**src/rtl/cpu_run_ctrl_if.sv**
```systemverilog
// Run-control bundle between board controls and the CPU clock-enable sequencer.
// CPU_RUN_CTRL_CYCLE_CNT_EN adds the cycle_cnt pulse counter signal.
interface cpu_run_ctrl_if;
  logic        go;
  logic        stop;
  logic        step;
  logic        halt_req;
  logic [1:0]  freq_sel;
  logic        cpu_ce;
  logic        running;
  logic        halted;
  logic [1:0]  state;
`ifdef CPU_RUN_CTRL_CYCLE_CNT_EN
  logic [31:0] cycle_cnt;
`endif

  modport master (
`ifdef CPU_RUN_CTRL_CYCLE_CNT_EN
    input  cycle_cnt,
`endif
    output go,
    output stop,
    output step,
    output halt_req,
    output freq_sel,
    input  cpu_ce,
    input  running,
    input  halted,
    input  state
  );

  modport slave (
`ifdef CPU_RUN_CTRL_CYCLE_CNT_EN
    output cycle_cnt,
`endif
    input  go,
    input  stop,
    input  step,
    input  halt_req,
    input  freq_sel,
    output cpu_ce,
    output running,
    output halted,
    output state
  );
endinterface

```
**src/rtl/cpu_run_ctrl.sv**
```systemverilog
// Run-control sequencer: single-clock cpu_ce enable with IDLE/RUN/STEP/HALT modes.
// CPU_RUN_CTRL_CYCLE_CNT_EN adds a 32-bit count of cpu_ce pulses on bus.cycle_cnt.
module cpu_run_ctrl #(
  parameter int unsigned DIV0 = 4,
  parameter int unsigned DIV1 = 100,
  parameter int unsigned DIV2 = 1000,
  parameter int unsigned DIV3 = 50000000
) (
  input  logic           clk,
  input  logic           rst_n,
  cpu_run_ctrl_if.slave  bus
);

  typedef enum logic [1:0] {
    IDLE = 2'd0,
    RUN  = 2'd1,
    STEP = 2'd2,
    HALT = 2'd3
  } state_e;

  state_e      state_q, state_d;
  logic [31:0] cnt_q, cnt_d;
  logic        cpu_ce_q, cpu_ce_d;
  logic        go_dly_q, go_dly_d;
  logic        stop_dly_q, stop_dly_d;
  logic        step_dly_q, step_dly_d;
  logic        resume_mask_q, resume_mask_d;

  logic        go_rise;
  logic        stop_rise;
  logic        step_rise;
  logic [31:0] div;
  logic        wrap;

  assign go_rise   = bus.go   & ~go_dly_q;
  assign stop_rise = bus.stop & ~stop_dly_q;
  assign step_rise = bus.step & ~step_dly_q;

  always_comb begin
    div = DIV0;
    case (bus.freq_sel)
      2'd0:    div = DIV0;
      2'd1:    div = DIV1;
      2'd2:    div = DIV2;
      default: div = DIV3;
    endcase
  end

  // >= rather than == so a freq_sel drop below the current count wraps at once
  assign wrap = (cnt_q >= (div - 32'd1));

  always_comb begin
    state_d       = state_q;
    cnt_d         = '0;
    cpu_ce_d      = 1'b0;
    resume_mask_d = 1'b0;
    go_dly_d      = bus.go;
    stop_dly_d    = bus.stop;
    step_dly_d    = bus.step;

    case (state_q)
      IDLE: begin
        if (go_rise) begin
          state_d = RUN;
        end else if (step_rise) begin
          state_d  = STEP;
          cpu_ce_d = 1'b1;
        end
      end

      RUN: begin
        // halt_req is ignored for one cycle after resume so the CPU can leave the syscall
        if (bus.halt_req && !resume_mask_q) begin
          state_d = HALT;
        end else if (stop_rise) begin
          state_d = IDLE;
        end else if (wrap) begin
          cpu_ce_d = 1'b1;
        end else begin
          cnt_d = cnt_q + 32'd1;
        end
      end

      STEP: begin
        state_d = IDLE;
      end

      HALT: begin
        if (go_rise) begin
          state_d       = RUN;
          cpu_ce_d      = 1'b1;
          resume_mask_d = 1'b1;
        end else if (stop_rise) begin
          state_d = IDLE;
        end
      end

      default: begin
        state_d = IDLE;
      end
    endcase
  end

  always_ff @(posedge clk or negedge rst_n) begin
    if (!rst_n) begin
      state_q       <= IDLE;
      cnt_q         <= '0;
      cpu_ce_q      <= 1'b0;
      go_dly_q      <= 1'b0;
      stop_dly_q    <= 1'b0;
      step_dly_q    <= 1'b0;
      resume_mask_q <= 1'b0;
    end else begin
      state_q       <= state_d;
      cnt_q         <= cnt_d;
      cpu_ce_q      <= cpu_ce_d;
      go_dly_q      <= go_dly_d;
      stop_dly_q    <= stop_dly_d;
      step_dly_q    <= step_dly_d;
      resume_mask_q <= resume_mask_d;
    end
  end

  assign bus.cpu_ce  = cpu_ce_q;
  assign bus.running = (state_q == RUN);
  assign bus.halted  = (state_q == HALT);
  assign bus.state   = state_q;

`ifdef CPU_RUN_CTRL_CYCLE_CNT_EN
  logic [31:0] cycle_cnt_q, cycle_cnt_d;

  always_comb begin
    cycle_cnt_d = cycle_cnt_q + {31'd0, cpu_ce_q};
  end

  always_ff @(posedge clk or negedge rst_n) begin
    if (!rst_n) begin
      cycle_cnt_q <= '0;
    end else begin
      cycle_cnt_q <= cycle_cnt_d;
    end
  end

  assign bus.cycle_cnt = cycle_cnt_q;
`endif

endmodule

```
**src/flat_wrapper.sv**
```systemverilog
// flat-port wrapper written by rule: the top's interface ports become plain ports
module cpu_run_ctrl_flat 
#(
  parameter int unsigned DIV0 = 4,
  parameter int unsigned DIV1 = 100,
  parameter int unsigned DIV2 = 1000,
  parameter int unsigned DIV3 = 50000000
)
  (clk, rst_n, bus_go, bus_stop, bus_step, bus_halt_req, bus_freq_sel, bus_cpu_ce, bus_running, bus_halted, bus_state);
  cpu_run_ctrl_if bus_i ();
  input  logic clk;
  input  logic rst_n;
  input wire logic [$bits(bus_i.go)-1:0] bus_go;
  input wire logic [$bits(bus_i.stop)-1:0] bus_stop;
  input wire logic [$bits(bus_i.step)-1:0] bus_step;
  input wire logic [$bits(bus_i.halt_req)-1:0] bus_halt_req;
  input wire logic [$bits(bus_i.freq_sel)-1:0] bus_freq_sel;
  output wire logic [$bits(bus_i.cpu_ce)-1:0] bus_cpu_ce;
  output wire logic [$bits(bus_i.running)-1:0] bus_running;
  output wire logic [$bits(bus_i.halted)-1:0] bus_halted;
  output wire logic [$bits(bus_i.state)-1:0] bus_state;
  assign bus_i.go = bus_go;
  assign bus_i.stop = bus_stop;
  assign bus_i.step = bus_step;
  assign bus_i.halt_req = bus_halt_req;
  assign bus_i.freq_sel = bus_freq_sel;
  assign bus_cpu_ce = bus_i.cpu_ce;
  assign bus_running = bus_i.running;
  assign bus_halted = bus_i.halted;
  assign bus_state = bus_i.state;
  cpu_run_ctrl #(.DIV0(DIV0), .DIV1(DIV1), .DIV2(DIV2), .DIV3(DIV3)) u_core (.clk(clk), .rst_n(rst_n), .bus(bus_i));
endmodule
```
**config.mk**
```make
export PLATFORM = sky130hd
export DESIGN_NAME = cpu_run_ctrl_flat
export DESIGN_NICKNAME = d
export VERILOG_FILES = /design/src/rtl/cpu_run_ctrl_if.sv /design/src/rtl/cpu_run_ctrl.sv /design/src/flat_wrapper.sv
export SDC_FILE = /design/constraint.sdc
export NUM_CORES = 1
export LEC_CHECK = 0
export CAP_MARGIN = 20
export CORE_MARGIN = 1.5
export CORE_UTILIZATION = 50
export CTS_BUF_LIST = sky130_fd_sc_hd__clkbuf_4 sky130_fd_sc_hd__clkbuf_8
export DETAILED_ROUTE_END_ITERATION = 7
export DONT_BUFFER_PORTS = 1
export PLACE_DENSITY = 0.65
export REMOVE_ABC_BUFFERS = 1
export SLEW_MARGIN = 10
export SYNTH_ARGS = -nofsm -noshare
export SYNTH_HDL_FRONTEND = slang
export SYNTH_SLANG_ARGS = --single-unit
```
**constraint.sdc**
```tcl
create_clock -name clk -period 2.21 [get_ports clk]
set_input_delay 0.3315 -clock clk [delete_from_list [all_inputs] [get_ports clk]]
set_output_delay 0.3315 -clock clk [all_outputs]
set_load 0.02 [all_outputs]
```
==> results of run 1 <==
Yosys cell counts (2+ instances only):
library cell	count	share of area, %
ha_1	23	12
inv_1	4	0.65
nand3_1	12	2.6
nor2b_1	2	0.54
o21ai_0	3	0.65
nand2b_1	5	1.3
xor2_1	20	7.5
nor2_1	27	4.4
nand2_1	18	2.9
dfrtp_1	39	42
conb_1	2	0.32
and4_1	5	1.9
buf_6	2	0.97
nand4_1	10	2.7
nor2_2	11	3.0
and3_1	2	0.54
o21ai_1	2	0.43
and2_1	3	0.81
xnor2_1	5	1.9
a21oi_1	11	2.4
metal layers:
layer  vias to the layer above  GRT usage, %  part of all wire (%)
met1                       716          23.9                    50
met5                         -             0                     0
met4                         0          7.76                   2.0
met3                         8          3.85                   1.7
li1                        812             -                     -
met2                        12          28.8                    46
cell families after synthesis:
family,count (synthesis),synth area share [%]
other,2,0.324
AO/OA/AOI/OAI,25,8.19
buffers and inverters,7,1.83
multiplexers,1,0.485
AND/OR/NAND/NOR,103,25.3
adder cells (fa/ha/maj),23,12.4
XOR/XNOR,25,9.43
flip-flops,39,42.0
critical path: stages (launching register included):
cell	delay (ns)
dfrtp_1	0.43
ha_1	0.35
a2111oi_2	0.35
o21ai_1	0.12
nor3_2	0.29
o21ai_1	0.12
a211o_1	0.30
worst paths after layout:
check | startpoint | slack [ns] | cells past startpoint | end
min in group asynchronous | rst_n | 0.49 | 2 | u_core.cnt_q[8]
setup reg to reg | u_core.cnt_q[9] | 0.14 | 6 | u_core.bus.cpu_ce
max in group asynchronous | rst_n | 1.54 | 2 | u_core.step_dly_q
setup / recovery | u_core.cnt_q[9] | 0.14 | 6 | u_core.bus.cpu_ce
hold reg to reg | u_core.cnt_q[0] | 0.49 | 1 | u_core.cnt_q[0]
hold / removal | bus_go | 0.06 | 0 | u_core.go_dly_q
final cells by class:
class                      count  share of cell area, %
tap                           52                   2.55
sequential                    39                   38.2
inverter                       4                  0.588
clock inverter                 2                   1.47
clock buffer                   5                   2.70
timing repair buffer           5                   2.55
multi-input combinational    185                   51.9
where the power goes:
group,internal [W],leakage [nW],switching [W]
clock,0.000330,0.0502,0.000254
sequential,0.000747,0.521,0.0000703
combinational,0.0000764,0.570,0.000105
state kept, by name (all words and copies together) (netlist names):
register	flops
u_core.stop_dly_q	1
u_core.step_dly_q	1
u_core.go_dly_q	1
u_core.bus.cpu_ce	1
u_core.resume_mask_q	1
u_core.bus.state	2
u_core.cnt_q	32
stage by stage:
step / worst slack (ns) / util (%) / area (um^2) / std cells / setup TNS [ns]
detailed placement: -0.0378 / 54.7 / 2420 / 283 / -0.235
CTS: 0.0793 / 57.8 / 2550 / 292 / 0
global placement: -0.00431 / 54.7 / 2420 / 283 / -0.00431
global route: 0.0160 / 57.8 / 2550 / 292 / 0
finish: 0.136 / 57.8 / 2550 / 292 / 0
floorplan: 0.00570 / - / 2320 / 228 / 0
repair_timing:
| item | CTS | global route |
|---|---|---|
| endpoints found under the hold margin | 39 | 0 |
| setup endpoints to repair | 0 | 10 |
| hold buffers | 2 | 0 |
==> metrics, run 1 <==
# DRC=0; #FFs+latches synth=39; initial cell density of the core=52.6%; Slew Limit Headroom=63.7%; TritonCTS sink count=39; DRC marker count from the first detailed-route iteration=23; Max Buffers Root-to-Sink=2; all-layer global routing usage=a little under a fifth; routed via count divided by cell count=between 5 and 6; wire length after detailed routing=4050 um; arrival time at the worst endpoint=2.26 ns; primary flip-flop cell chosen by synthesis mapping=dfrtp_1; Die Area=5060 um^2; antenna violations before repair=0; cell leakage power=1.14 nW; Max Cap Violations=0; post-DP HPWL=2980 um; synthesis-to-finish area growth=9.97%; power density relative to cell area=slightly above 600 nW/um^2; Worst setup SP type=flop; routability congestion estimate=a little over 0.8; path type of the worst min-delay path=in -> reg; Inserted Clock Buffers=5; gate count after technology mapping=225; Crit Path Max Fanout=4; Die Wd=71.1 um; largest clock skew in the final design=about 0.0047 ns; most frequent standard cell in the layout excluding fill and tap cells=dfrtp_1; sequential share of the synthesized area=42.0%; number of warnings reported in the yosys synthesis log=0; vertical die dimension=71.1 um; Post-DRT Antenna Nets=0; combined area of the multi-input logic cells=1330 um^2; number of synthesized flops with an enable pin=0; total chip power=0.00158 W; top-level port count=13; post-synthesis instance area=2320 um^2; average wire per cell in the routed design=13.9 um; Hold WS=0.0589 ns; CTS tree=yes; area of the placeable core=about 4400 um^2; n_diodes=0; maximum level of the CTS H-tree=2; transition time at the pin with the least slew margin=~0.54 ns; maximum number of pins on one net before global-route repair=40; final number of hold-violating endpoints=0; cts repair resizes=0; result of the run=complete, no violations; detailed-router iteration count before antenna repair=4; Max Clock Freq=0.482 GHz; detailed-route via count=1548; Period minus WS final=2.07 ns; async set-or-reset flop fraction in the synthesized netlist=100%; final worst-path cycle share=93.8%; library cells used by synthesis=39; nets@finish=271; Worst setup EP type=flop; IO buf count=0; setup repair after global routing missed its margin=no; number of setup violations in the final report=0; fraction of layout instances using a drive strength above 1=12.9%; placement row count=24; via count of the first global-routing pass=1521; Peak supply drop=0.000424 V; max-slew violation count=0; total overflow reported by the global router=0; first-pass GRT wire length=6920 um; clock transition at the registers of the reported paths=about 0.080 ns; CTS root buf=clkbuf_8; area taken by flip-flops and latches=976 um^2; highest-count cells in the layout ignoring fill and taps=dfrtp_1, nor2_1, ha_1; worst setup path class=reg -> reg; average size of a mapped cell=roughly 10 um^2; worst-skew pair later-pin latency=0.30 ns; FILL cells=roughly 380; CP required=2.39 ns; buffer count from post-CTS setup fixing=0
Note: power is estimated with default switching activity, not from simulation.
==> run 2: changes to the inputs <==
Settings changed: CAP_MARGIN 20 to not set, CORE_MARGIN 1.5 to not set.
==> metrics, run 2 (synthesis gave the netlist of run 1 again) <==
result of the run=complete, no violations; area of the placeable core=4410 um^2; maximum level of the CTS H-tree=2; TritonCTS sink count=39; CTS tree=yes; via count of the first global-routing pass=1540; largest clock skew in the final design=0.00553 ns; register containing the most flip-flops in the final layout=u_core.cnt_q; cell type with the highest occurrence count on the critical path=o21ai_1; Die Area=4920 um^2; sequence of cells on the critical path=ha_1, a2111oi_2, o21ai_1, nor3_2, o21ai_1, a211o_1; clock network fraction of total power=between 30% and 40%; post-DP HPWL=about 2900 um; Crit Path Max Fanout=4; # DRC=0; CP required=around 2.4 ns; Period minus WS final=2.04 ns; Max Buffers Root-to-Sink=2; Inserted Clock Buffers=5; max-slew violation count=0; vertical die dimension=70.1 um; internal power summed over all cells=0.00119 W; routability congestion estimate=0.813; setup repair after global routing missed its margin=no; part of the power in registers=slightly above 50%; fraction of layout instances using a drive strength above 1=13.3%; switching power share of the total=26.3%; worst-case setup slack after placement=-0.0358 ns; CTS root buf=clkbuf_8; placement row count=24; Post-DRT Antenna Nets=0; initial cell density of the core=52.6%; power density relative to cell area=629 nW/um^2; total overflow reported by the global router=0; final setup margin=0.172 ns; clock transition at the registers of the reported paths=0.07 ns; Die Wd=70.1 um; cell count after placement=283; number of setup violations in the final report=0; synthesis-to-finish area growth=10.5%; largest incremental delay on the critical path=0.43 ns; Slew Limit Headroom=62.9%; cell leakage power=around 1.2 nW; Max Cap Violations=0; first-pass GRT wire length=7040 um; top-level port count=13; IO buf count=0; Worst setup EP type=flop; standard cell with the maximum stage delay on the critical path=dfrtp_1; FILL cells=396; combined area of the multi-input logic cells=roughly 1300 um^2; combinational fraction of design power=roughly 11%; transition time at the pin with the least slew margin=0.554 ns; final worst-path cycle share=92.2%; arrival time at the worst endpoint=around 2.2 ns; Final Instance Count excl. Fillers=293; antenna violations before repair=0; path type of the worst min-delay path=in -> reg; worst-skew pair later-pin latency=0.30 ns; net switching power figure=0.000424 W; area taken by flip-flops and latches=976 um^2; average wire per cell in the routed design=around 14 um; Worst setup SP type=flop; nets@finish=271; wire length after detailed routing=approximately 4000 um; Max Clock Freq=0.491 GHz; all-layer global routing usage=a little under a fifth; cts repair resizes=0; highest-count cells in the layout ignoring fill and taps=dfrtp_1, nor2_1, ha_1; most frequent standard cell in the layout excluding fill and tap cells=dfrtp_1; Largest register FFs=32; routed via count divided by cell count=approximately 5.4; maximum number of pins on one net before global-route repair=40; worst setup path class=reg -> reg; n_diodes=0; DRC marker count from the first detailed-route iteration=64; detailed-router iteration count before antenna repair=7; total chip power=0.00161 W; final number of hold-violating endpoints=0; detailed-route via count=1573; Peak supply drop=0.000339 V
-- run 2: changes by cell type in the layout (fill, tap and decap cells not counted), sizes merged --
cell	delta
clkinvlp	-1
clkinv	+1
clkbuf	+1
-- run 2: area by class of cell --
class	instances	area share, %
Timing Repair Buffer	5	2.54
Sequential cell	39	38.1
Inverter	4	0.586
Tap cell	52	2.54
Clock inverter	2	1.37
Clock buffer	6	3.22
Multi-Input combinational cell	185	51.7
-- run 2: final timing paths --
| kind | from | endpoint | slack (ns) | cells past startpoint |
|---|---|---|---|---|
| max | u_core.cnt_q[9] | u_core.bus.cpu_ce | 0.17 | 6 |
| min | bus_stop | u_core.stop_dly_q | 0.05 | 0 |
| max in group asynchronous | rst_n | u_core.cnt_q[10] | 1.51 | 2 |
| min reg2reg | u_core.cnt_q[0] | u_core.cnt_q[0] | 0.50 | 1 |
| min in group asynchronous | rst_n | u_core.bus.cpu_ce | 0.52 | 2 |
| max reg2reg | u_core.cnt_q[9] | u_core.bus.cpu_ce | 0.17 | 6 |
-- run 2: metrics by stage --
stage          area (um^2)  util (%)  TNS (ns)  hold WS (ns)
3_3_place_gp          2420      54.7         0        0.0366
3_5_place_dp          2420      54.7   -0.0942        0.0366
5_1_grt               2560      58.1         0        0.0353
2_1_floorplan         2320         -         0        0.0359
4_1_cts               2560      58.1         0        0.0444
6_report              2560      58.1         0        0.0540
-- run 2: power groups by stage --
stage	Clock [W]	Sequential, W	Combinational (W)
2_1_floorplan	0	0.000821	0.000125
3_5_place_dp	0	0.000830	0.000161
4_1_cts	0.000637	0.000816	0.000182
6_report	0.000617	0.000816	0.000179
5_1_grt	0.000663	0.000821	0.000201
3_3_place_gp	0	0.000831	0.000160
-- run 2: critical path, delay by kind of cell (launching register included) --
family                     cells  cell delay (ns)
DFF                            1             0.43
adders and majority gates      1             0.36
AOI/OAI and AO/OA              4             0.89
and+or+nand+nor                1             0.25
-- run 2: what timing repair did --
action | 4_1_cts | 5_1_grt
setup buffers | 0 | 0
hold endpoints to repair | 39 | 0
hold buffers | 2 | 0
endpoints found under the setup margin | 0 | 1
-- run 2: metal layers --
metal | up-vias | track usage, % | share of wire [%]
met5 | - | 0 | 0
met4 | 0 | 6.67 | 1.5
met3 | 6 | 5.63 | 2.4
met2 | 6 | 29.3 | 46
met1 | 750 | 23.9 | 50
li1 | 811 | - | -
